**config.mk**
```make
export PLATFORM = sky130hd
export DESIGN_NAME = dcache_ctrl_flat
export DESIGN_NICKNAME = d
export VERILOG_FILES = /design/src/rtl/dcache_ctrl_if.sv /design/src/rtl/dcache_ctrl.sv /design/src/flat_wrapper.sv
export SDC_FILE = /design/constraint.sdc
export NUM_CORES = 1
export LEC_CHECK = 0
export ABC_CLOCK_PERIOD_IN_PS = 5730
export CORE_AREA = 3 3 476 478
export CTS_CLUSTER_SIZE = 16
export DETAILED_ROUTE_END_ITERATION = 8
export DIE_AREA = 0 0 479 481
export PLACE_DENSITY = 0.34
export SLEW_MARGIN = 10
export SYNTH_ARGS = -nofsm -noshare
export SYNTH_HDL_FRONTEND = slang
export SYNTH_SLANG_ARGS = --single-unit
```
**constraint.sdc**
```tcl
create_clock -name clk_i -period 5.73 [get_ports clk_i]
set_clock_uncertainty 0.2 [all_clocks]
set_input_delay 1.146 -clock clk_i [delete_from_list [all_inputs] [get_ports clk_i]]
set_output_delay 1.146 -clock clk_i [all_outputs]
set_load 0.05 [all_outputs]
```
**src/rtl/dcache_ctrl_if.sv**
```systemverilog
// ---------------------------------------------------------------------------
// dcache_ctrl_if
//   Bundles every bus the data-cache controller talks to:
//     cpu_*   : MEM-stage request (address, store data, read/write strobes),
//               load data and pipeline stall back to the CPU.
//     sram_*  : lookup/write port of the 2-way, 16-set tag+data SRAM. The
//               SRAM returns the hit way on a hit, the LRU victim on a miss.
//     mem_*   : line-wide level/ack memory port. mem_enable_o is held high
//               until mem_ack_i pulses for one cycle.
//     dbg_state_o : current controller FSM state, for observation only.
//   Modports:
//     slave  : the controller (dcache_ctrl)
//     master : the environment around it (CPU, SRAM, memory)
// ---------------------------------------------------------------------------
interface dcache_ctrl_if;
    logic [31:0]  cpu_addr_i;
    logic [31:0]  cpu_data_i;
    logic         cpu_MemRead_i;
    logic         cpu_MemWrite_i;
    logic [31:0]  cpu_data_o;
    logic         cpu_stall_o;

    logic [3:0]   sram_addr_o;
    logic [24:0]  sram_tag_o;
    logic [255:0] sram_data_o;
    logic         sram_enable_o;
    logic         sram_write_o;
    logic [24:0]  sram_tag_i;
    logic [255:0] sram_data_i;
    logic         sram_hit_i;

    logic [31:0]  mem_addr_o;
    logic [255:0] mem_data_o;
    logic         mem_enable_o;
    logic         mem_write_o;
    logic [255:0] mem_data_i;
    logic         mem_ack_i;

    logic [2:0]   dbg_state_o;

    modport slave (
        input  cpu_addr_i, cpu_data_i, cpu_MemRead_i, cpu_MemWrite_i,
        output cpu_data_o, cpu_stall_o,
        output sram_addr_o, sram_tag_o, sram_data_o, sram_enable_o, sram_write_o,
        input  sram_tag_i, sram_data_i, sram_hit_i,
        output mem_addr_o, mem_data_o, mem_enable_o, mem_write_o,
        input  mem_data_i, mem_ack_i,
        output dbg_state_o
    );

    modport master (
        output cpu_addr_i, cpu_data_i, cpu_MemRead_i, cpu_MemWrite_i,
        input  cpu_data_o, cpu_stall_o,
        input  sram_addr_o, sram_tag_o, sram_data_o, sram_enable_o, sram_write_o,
        output sram_tag_i, sram_data_i, sram_hit_i,
        input  mem_addr_o, mem_data_o, mem_enable_o, mem_write_o,
        output mem_data_i, mem_ack_i,
        input  dbg_state_o
    );
endinterface

```
**src/rtl/dcache_ctrl.sv**
```systemverilog
// ---------------------------------------------------------------------------
// dcache_ctrl
//   Data-cache controller between the CPU MEM stage, the 2-way/16-set dcache
//   SRAM and line-wide data memory.
//     - Hits complete in the request cycle: loads return the selected word
//       combinationally, stores merge the word into the line and write it
//       back to the SRAM with the dirty bit set.
//     - Misses stall the CPU, optionally write back a dirty victim, refill
//       the line and then let the held request re-look-up and hit.
//   Ports:
//     clk_i : clock
//     rst_i : synchronous, active-high reset
//     bus   : dcache_ctrl_if.slave (CPU, SRAM and memory buses, debug state)
//   Handshake: the memory request is level based. mem_enable_o/mem_write_o/
//   mem_addr_o/mem_data_o are registered and held stable until the cycle in
//   which mem_ack_i is high; that cycle completes the transfer.
// ---------------------------------------------------------------------------
module dcache_ctrl (
    input  logic          clk_i,
    input  logic          rst_i,
    dcache_ctrl_if.slave  bus
);

    typedef enum logic [2:0] {
        S_IDLE      = 3'd0,
        S_MISS      = 3'd1,
        S_WRITEBACK = 3'd2,
        S_REFILL    = 3'd3,
        S_REFILL_OK = 3'd4
    } state_e;

    state_e        state_q, state_d;
    logic          mem_enable_q, mem_enable_d;
    logic          mem_write_q, mem_write_d;
    logic [31:0]   mem_addr_q, mem_addr_d;
    logic [255:0]  mem_data_q, mem_data_d;

    logic [22:0]   req_tag;
    logic [3:0]    req_idx;
    logic [2:0]    req_word;
    logic          req;
    logic          is_write;
    logic [255:0]  merged_line;
    logic          sram_write;

    // The stalled CPU holds its request stable, so the live address is used
    // throughout a miss rather than a latched copy.
    assign req_tag  = bus.cpu_addr_i[31:9];
    assign req_idx  = bus.cpu_addr_i[8:5];
    assign req_word = bus.cpu_addr_i[4:2];
    assign req      = bus.cpu_MemRead_i | bus.cpu_MemWrite_i;
    // Read and write together is a write.
    assign is_write = bus.cpu_MemWrite_i;

    always_comb begin
        merged_line = bus.sram_data_i;
        merged_line[{req_word, 5'b0} +: 32] = bus.cpu_data_i;
    end

    assign bus.cpu_data_o    = bus.sram_data_i[{req_word, 5'b0} +: 32];
    assign bus.sram_addr_o   = req_idx;
    assign bus.sram_enable_o = req | (state_q != S_IDLE);
    assign bus.mem_enable_o  = mem_enable_q;
    assign bus.mem_write_o   = mem_write_q;
    assign bus.mem_addr_o    = mem_addr_q;
    assign bus.mem_data_o    = mem_data_q;
    assign bus.dbg_state_o   = state_q;

    always_ff @(posedge clk_i) begin
        if (rst_i) begin
            state_q      <= S_IDLE;
            mem_enable_q <= 1'b0;
            mem_write_q  <= 1'b0;
            mem_addr_q   <= '0;
            mem_data_q   <= '0;
        end else begin
            state_q      <= state_d;
            mem_enable_q <= mem_enable_d;
            mem_write_q  <= mem_write_d;
            mem_addr_q   <= mem_addr_d;
            mem_data_q   <= mem_data_d;
        end
    end

    always_comb begin
        state_d          = state_q;
        mem_enable_d     = mem_enable_q;
        mem_write_d      = mem_write_q;
        mem_addr_d       = mem_addr_q;
        mem_data_d       = mem_data_q;
        sram_write       = 1'b0;
        bus.sram_data_o  = merged_line;
        bus.sram_tag_o   = {1'b1, 1'b0, req_tag};
        bus.cpu_stall_o  = 1'b1;

        case (state_q)
            S_IDLE: begin
                bus.cpu_stall_o = req & ~bus.sram_hit_i;
                if (req && bus.sram_hit_i && is_write) begin
                    sram_write     = 1'b1;
                    bus.sram_tag_o = {1'b1, 1'b1, req_tag};
                end
                if (req && !bus.sram_hit_i) begin
                    state_d = S_MISS;
                end
            end
            S_MISS: begin
                // The SRAM presents the LRU victim now. An invalid victim is
                // clean regardless of its dirty bit.
                if (bus.sram_tag_i[24] && bus.sram_tag_i[23]) begin
                    mem_addr_d   = {bus.sram_tag_i[22:0], req_idx, 5'b0};
                    mem_data_d   = bus.sram_data_i;
                    mem_write_d  = 1'b1;
                    mem_enable_d = 1'b1;
                    state_d      = S_WRITEBACK;
                end else begin
                    mem_addr_d   = {req_tag, req_idx, 5'b0};
                    mem_write_d  = 1'b0;
                    mem_enable_d = 1'b1;
                    state_d      = S_REFILL;
                end
            end
            S_WRITEBACK: begin
                // Enable stays high: the refill request follows back-to-back.
                if (bus.mem_ack_i) begin
                    mem_addr_d  = {req_tag, req_idx, 5'b0};
                    mem_write_d = 1'b0;
                    state_d     = S_REFILL;
                end
            end
            S_REFILL: begin
                if (bus.mem_ack_i) begin
                    mem_enable_d    = 1'b0;
                    sram_write      = 1'b1;
                    bus.sram_data_o = bus.mem_data_i;
                    bus.sram_tag_o  = {1'b1, 1'b0, req_tag};
                    state_d         = S_REFILL_OK;
                end
            end
            S_REFILL_OK: begin
                // One quiet cycle so the refilled line is visible before the
                // held request re-looks-up in IDLE.
                state_d = S_IDLE;
            end
            default: begin
                state_d = S_IDLE;
            end
        endcase
    end

    // A reset arriving mid-refill discards the line: no SRAM write that cycle.
    assign bus.sram_write_o = sram_write & ~rst_i;

endmodule

```
**src/flat_wrapper.sv**
```systemverilog
// flat-port wrapper written by rule: the top's interface ports become plain ports
module dcache_ctrl_flat 
  (clk_i, rst_i, bus_cpu_addr_i, bus_cpu_data_i, bus_cpu_MemRead_i, bus_cpu_MemWrite_i, bus_cpu_data_o, bus_cpu_stall_o, bus_sram_addr_o, bus_sram_tag_o, bus_sram_data_o, bus_sram_enable_o, bus_sram_write_o, bus_sram_tag_i, bus_sram_data_i, bus_sram_hit_i, bus_mem_addr_o, bus_mem_data_o, bus_mem_enable_o, bus_mem_write_o, bus_mem_data_i, bus_mem_ack_i, bus_dbg_state_o);
  dcache_ctrl_if bus_i ();
  input  logic clk_i;
  input  logic rst_i;
  input wire logic [$bits(bus_i.cpu_addr_i)-1:0] bus_cpu_addr_i;
  input wire logic [$bits(bus_i.cpu_data_i)-1:0] bus_cpu_data_i;
  input wire logic [$bits(bus_i.cpu_MemRead_i)-1:0] bus_cpu_MemRead_i;
  input wire logic [$bits(bus_i.cpu_MemWrite_i)-1:0] bus_cpu_MemWrite_i;
  output wire logic [$bits(bus_i.cpu_data_o)-1:0] bus_cpu_data_o;
  output wire logic [$bits(bus_i.cpu_stall_o)-1:0] bus_cpu_stall_o;
  output wire logic [$bits(bus_i.sram_addr_o)-1:0] bus_sram_addr_o;
  output wire logic [$bits(bus_i.sram_tag_o)-1:0] bus_sram_tag_o;
  output wire logic [$bits(bus_i.sram_data_o)-1:0] bus_sram_data_o;
  output wire logic [$bits(bus_i.sram_enable_o)-1:0] bus_sram_enable_o;
  output wire logic [$bits(bus_i.sram_write_o)-1:0] bus_sram_write_o;
  input wire logic [$bits(bus_i.sram_tag_i)-1:0] bus_sram_tag_i;
  input wire logic [$bits(bus_i.sram_data_i)-1:0] bus_sram_data_i;
  input wire logic [$bits(bus_i.sram_hit_i)-1:0] bus_sram_hit_i;
  output wire logic [$bits(bus_i.mem_addr_o)-1:0] bus_mem_addr_o;
  output wire logic [$bits(bus_i.mem_data_o)-1:0] bus_mem_data_o;
  output wire logic [$bits(bus_i.mem_enable_o)-1:0] bus_mem_enable_o;
  output wire logic [$bits(bus_i.mem_write_o)-1:0] bus_mem_write_o;
  input wire logic [$bits(bus_i.mem_data_i)-1:0] bus_mem_data_i;
  input wire logic [$bits(bus_i.mem_ack_i)-1:0] bus_mem_ack_i;
  output wire logic [$bits(bus_i.dbg_state_o)-1:0] bus_dbg_state_o;
  assign bus_i.cpu_addr_i = bus_cpu_addr_i;
  assign bus_i.cpu_data_i = bus_cpu_data_i;
  assign bus_i.cpu_MemRead_i = bus_cpu_MemRead_i;
  assign bus_i.cpu_MemWrite_i = bus_cpu_MemWrite_i;
  assign bus_cpu_data_o = bus_i.cpu_data_o;
  assign bus_cpu_stall_o = bus_i.cpu_stall_o;
  assign bus_sram_addr_o = bus_i.sram_addr_o;
  assign bus_sram_tag_o = bus_i.sram_tag_o;
  assign bus_sram_data_o = bus_i.sram_data_o;
  assign bus_sram_enable_o = bus_i.sram_enable_o;
  assign bus_sram_write_o = bus_i.sram_write_o;
  assign bus_i.sram_tag_i = bus_sram_tag_i;
  assign bus_i.sram_data_i = bus_sram_data_i;
  assign bus_i.sram_hit_i = bus_sram_hit_i;
  assign bus_mem_addr_o = bus_i.mem_addr_o;
  assign bus_mem_data_o = bus_i.mem_data_o;
  assign bus_mem_enable_o = bus_i.mem_enable_o;
  assign bus_mem_write_o = bus_i.mem_write_o;
  assign bus_i.mem_data_i = bus_mem_data_i;
  assign bus_i.mem_ack_i = bus_mem_ack_i;
  assign bus_dbg_state_o = bus_i.dbg_state_o;
  dcache_ctrl u_core (.clk_i(clk_i), .rst_i(rst_i), .bus(bus_i));
endmodule
```
# Word-level counts from Yosys, hierarchy flattened
# Cells that the tools add are included.
totals:
  regBits: 293
  in_bits: 607
op_classes:
  n_eq_ne: 6
  n_addsub: 1
  n_shift: 3
  muxes: 21
  bitwise: 6
  reduce_logical: 13
op_table:
  columns: ["op", "n"]
  rows:
  - ["256-bit 2-to-1 mux", 2]
  - ["256-bit bitwise mux", 1]
  - ["32-bit by 10-bit variable shift with 256-bit output (first input constant)", 1]
  - ["256-bit by 9-bit variable part select with 32-bit output", 1]
  - ["32-bit by 10-bit variable part select with 256-bit output", 1]
  - ["32-bit 2-to-1 mux", 2]
  - ["32-bit case mux with 2 select lines", 1]
  - ["25-bit 2-to-1 mux", 1]
  - ["24-bit 2-to-1 mux", 1]
  - ["3-bit case mux with 4 select lines", 1]
  - ["8-bit negation with 10-bit output", 1]
  - ["3-bit 2-to-1 mux", 3]
  - ["3-bit by 2-bit == test with 1-bit output (second input constant)", 2]
  - ["1-bit 2-to-1 mux", 6]
  - ["1-bit case mux with 2 select lines", 3]
  - ["2-bit AND reduction", 3]
  - ["1-bit logical AND", 4]
  - ["2-bit inequality test (second input constant)", 2]
  - ["2-bit nonzero test", 2]
  - ["3-bit by 1-bit == test with 1-bit output (second input constant)", 1]
  - ["3-bit logical NOT", 1]
  - ["3-bit AND reduction", 1]
  - ["3-bit nonzero test", 1]
  - ["1-bit AND", 2]
  - ["4 further kinds", 6]

# Logic depth before layout (Yosys ltp)
logic_depth:
  ltp_word: 6
  ltp_mapped: 12
  depth_no_buf: 6

# Worst setup path after synthesis
# OpenSTA, ideal clock, no wires.
synth_path:
  path_type: "input to output"
  start: "input port bus_cpu_addr_i[3]"
  end: "output port bus_sram_data_o[140]"
  path_buffers: 6
  cell_stages: 12
  t_required_ps: 4384
  arrival_ps: 4131
  path_slack_ps: 253
  cell_sequence: "buf_2 buf_2 buf_1 inv_1 ha_1 ha_1 or3_1 clkbuf_1 or2_0 buf_2 buf_6 o211ai_1"
synth_via:
  elab_chain_len: 5
  elab_cells_between_ends: 6
synth_lines:
  columns: ["element", "line", "rtl"]
  rows:
  - ["start: declaration", "flat_wrapper.sv:7", "input wire logic [$bits(bus_i.cpu_addr_i)-1:0] bus_cpu_addr_i;"]
  - ["8-bit negation with 10-bit output *", "dcache_ctrl.sv:57", "merged_line[{req_word, 5'b0} +: 32] = bus.cpu_data_i;"]
  - ["32-bit by 10-bit variable part select with 256-bit output / 32-bit by 10-bit variable shift with 256-bit output (equally long branches)", "dcache_ctrl.sv:57", null]
  - ["256-bit bitwise mux *", "dcache_ctrl.sv:57", null]
  - ["256-bit 2-to-1 mux", "dcache_ctrl.sv:132", "if (bus.mem_ack_i) begin"]
  - ["256-bit 2-to-1 mux *", "dcache_ctrl.sv:96", "case (state_q)"]
  - ["end: declaration", "flat_wrapper.sv:15", "output wire logic [$bits(bus_i.sram_data_o)-1:0] bus_sram_data_o;"]
# Every way passes the cells marked *; elsewhere a longest branch is shown, timed or not.

# Final worst setup path
layout_path:
  start: "input port bus_cpu_addr_i[2]"
  end: "output port bus_sram_data_o[111]"
# Same word-level chain as after synthesis.

==> results.toml <==
[synth]
yosys.area.top_type = "dfxtp_1"
ys_async_sr_fraction_pct = 0
syn_inst = 2391
avgSynthCellArea_um2 = 8.06
netlist_area_mm2 = 0.0193
ys.flop_type = "dfxtp_1"
synth_cell_types = 51
synth-seq-cells = 288
synth_edf_count = 0
yosys-top-cells-area = "dfxtp_1 30%, a221o_1 10%, nand3_1 8.3%"
synth_sequential_area_ratio_pct = 29.9
synth_warnings = 0
synth_top_area_share_pct = 29.9

[route]
vias = 26300
ant_nets = 0
viasPerCell = 4.07
wire_per_inst_um = 38.4
drtPass1Iterations = 6
drt-initial-drc-count = 2087
wl_mm = 249
drcViolationCount = 0

[pwr]
power_density_mw_per_mm2 = 273
ir_worst_vdd_mv = 0.200
pwr-share-clk_pct = 31.1
power_switching_mw = 4.73
pwr-share-seq_pct = 20.8
pwr-share-comb_pct = 48.1
swShare_pct = 44.7
total_power_mw = 10.6
cell_internal_pwr_mw = 5.85
p_leak_nw = 13.0

[timing]
period_share_pct = 94.3
max_freq_mhz = 185
maxSlewViolCount = 0
worstMarginPinSlew_ns = 1.25
finalSetupViolCount = 0
rsz0062_at_grt = "no"
hold_violations = 0
finalCriticalPeriod_ns = 5.41
slew_headroom_pct = 16.8

[cts]
post_cts_resize_count = 0
hold_buffers = 0
clock_sinks = 288
cts-buffers-inserted = 49
cts_tree = "done"
clockRootBuffer = "clkbuf_16"
clock_latency_ns = 0.66
clk_pin_slew_ns = 0.06
postCtsSetupBuffers = 0
clock_path_buffers = 3
h-tree-depth = 2

[global_routing]
met3_usage_pct = 9.10
grt_pass1_vias = 26400
grt_pass1_wl_mm = 308
grt_util_met2_pct = 35.2
antenna_found_initial = 136
grt_max_degree = 119
grt-ovfl-total = 0
busiest_layer = "met2"
grt_use_met1_pct = 22.3
track_usage_pct = 20.5

[worst_setup_path]
critPathMaxFanout = 18
start_kind = "input port"
worstSetupPathType = "in2out"
cp-end-kind = "output pin"
worstPathArrival_ns = 4.06
crit_required_ns = 4.38
reg2reg_depth = 5

[status]
status = "finished, final reports clean"

[die]
die_x_um = 479
die_h_um = 481
start_util_pct = 8.67
fp-row-count = 173
die_area_mm2 = 0.230
core_mm2 = 0.222
ioPinCount = 1220

[cells_and_area]
fillCellCount = 25000
drive_gt1_share_pct = 16.5
final_nets = 4021
finish.utilization_pct = 17.4
area_growth_pct = 101

[flow_run]
max-cap-violations = 0

[place]
io_buffers = 1211
gp_congestion = 0.901
dp_hpwl_mm = 200

[min_path]
whs_path_depth = 2
hold_path.class = "reg2reg"
## power groups by stage
| stage | clock, mW | combinational, mW | sequential (mW) |
|---|---|---|---|
| 6_report | 3.29 | 5.09 | 2.20 |
| 5_1_grt | 3.45 | 5.27 | 2.21 |
| 4_1_cts | 3.41 | 5.17 | 2.20 |
| 3_5_place_dp | 0 | 5.16 | 2.24 |
| 3_3_place_gp | 0 | 5.16 | 2.24 |
| 2_1_floorplan | 0 | 1.96 | 2.64 |
## metrics by stage
| stage | hold slack [ns] | std cells | setup slack (ns) | instance area (um2) | setup TNS (ns) |
|---|---|---|---|---|---|
| 2_1_floorplan | 0.491 | 2395 | 0.253 | 19300 | 0 |
| 3_3_place_gp | 0.259 | 6331 | -0.0754 | 36900 | -0.118 |
| 3_5_place_dp | 0.267 | 6332 | 0.263 | 36900 | 0 |
| 4_1_cts | 0.275 | 6424 | 0.241 | 38600 | 0 |
| 5_1_grt | 0.290 | 6442 | 0.241 | 38600 | 0 |
| 6_report | 0.275 | 6464 | 0.324 | 38700 | 0 |
## layout make-up
cell class	instances	area (um2)	area share [%]
timing repair buffer	1317	15700	40.6
multi-input combinational	1746	11700	30.3
sequential	288	5770	14.9
tap	2975	3720	9.62
clock buffer	76	1490	3.85
clock inverter	16	171	0.443
antenna	40	100	0.259
inverter	6	22.5	0.0582
## final timing paths
| path | from | to | slack [ns] |
|---|---|---|---|
| worst max register to register | u_core.bus.dbg_state_o[1] | u_core.bus.mem_data_o[159] | 2.72 |
| worst min register to register | u_core.bus.mem_data_o[128] | u_core.bus.mem_data_o[128] | 0.28 |
| worst max-delay path | bus_cpu_addr_i[2] | bus_sram_data_o[111] | 0.32 |
| worst min-delay path | u_core.bus.mem_data_o[128] | u_core.bus.mem_data_o[128] | 0.28 |
## flip-flops by register name, indices dropped and copies added, names as in the netlist
register and count:
u_core.bus.dbg_state_o 3, u_core.bus.mem_addr_o 27, u_core.bus.mem_data_o 256, u_core.bus.mem_write_o 1, u_core.bus.mem_enable_o 1
## cell usage after synthesis, types with 2 or more instances
master and count:
o211ai_2 24, o21ai_0 267, a21oi_1 263, a311oi_1 23, conb_1 2, a31oi_4 3
a21oi_2 3, nand2b_1 2, ha_1 6, nand4_1 32, a221o_1 193, nand3b_1 2
nor2_1 6, buf_2 67, nor4_4 4, mux4_2 64, buf_4 42, o21ai_1 17
o211ai_1 73, nand4bb_1 2, buf_6 37, nor3_2 2, nand3_1 318, nand2_1 198
nor3_4 4, inv_1 6, and2_1 192, dfxtp_1 288, buf_1 10, nor3_1 24
clkbuf_1 197
## cell usage in the layout (no fill, tap or decap), drive strengths merged, types with 3 or more instances in the layout
cell | Yosys | final
o21ai | 284 | 284
nor2 | 6 | 6
o211ai | 97 | 97
and2 | 193 | 193
bufinv | 0 | 3
clkbuf | 197 | 76
mux4 | 64 | 64
diode | 0 | 40
nand2 | 198 | 198
a21oi | 266 | 266
nand4 | 32 | 32
buf | 158 | 369
nand3 | 318 | 318
clkinv | 0 | 9
ha | 6 | 6
conb | 2 | 6
a221o | 193 | 193
a311oi | 23 | 23
nor3 | 30 | 30
inv | 6 | 8
a31oi | 4 | 4
nor4 | 4 | 4
clkdlybuf4s50 | 0 | 948
dfxtp | 288 | 288
## cells by family (layout without fill, tap and decap cells)
family,count (synthesis),after routing,share of synthesized area (%)
adder cells (fa/ha/maj),6,6,0.390
AO/OA/AOI/OAI,871,871,30.4
other,2,46,0.0390
buffers and inverters,361,1415,9.87
multiplexers,64,64,7.48
flip-flops,288,288,29.9
AND/OR/NAND/NOR,799,799,21.9
## critical path, cell delays in order
cell     delay (ns)
buf_6          0.14
inv_1          0.08
ha_1           0.22
ha_1           0.39
o31a_1         0.25
a21oi_4        0.96
buf_4          0.37
a221o_1        0.28
buf_12         0.18
## layer usage
layer | wire length [um] | vias up
li1 | - | 11000
met1 | 91900 | 13300
met2 | 120000 | 1535
met3 | 26900 | 365
met4 | 9740 | 74
met5 | 437 | -
Power figures use the tool's default switching activity.
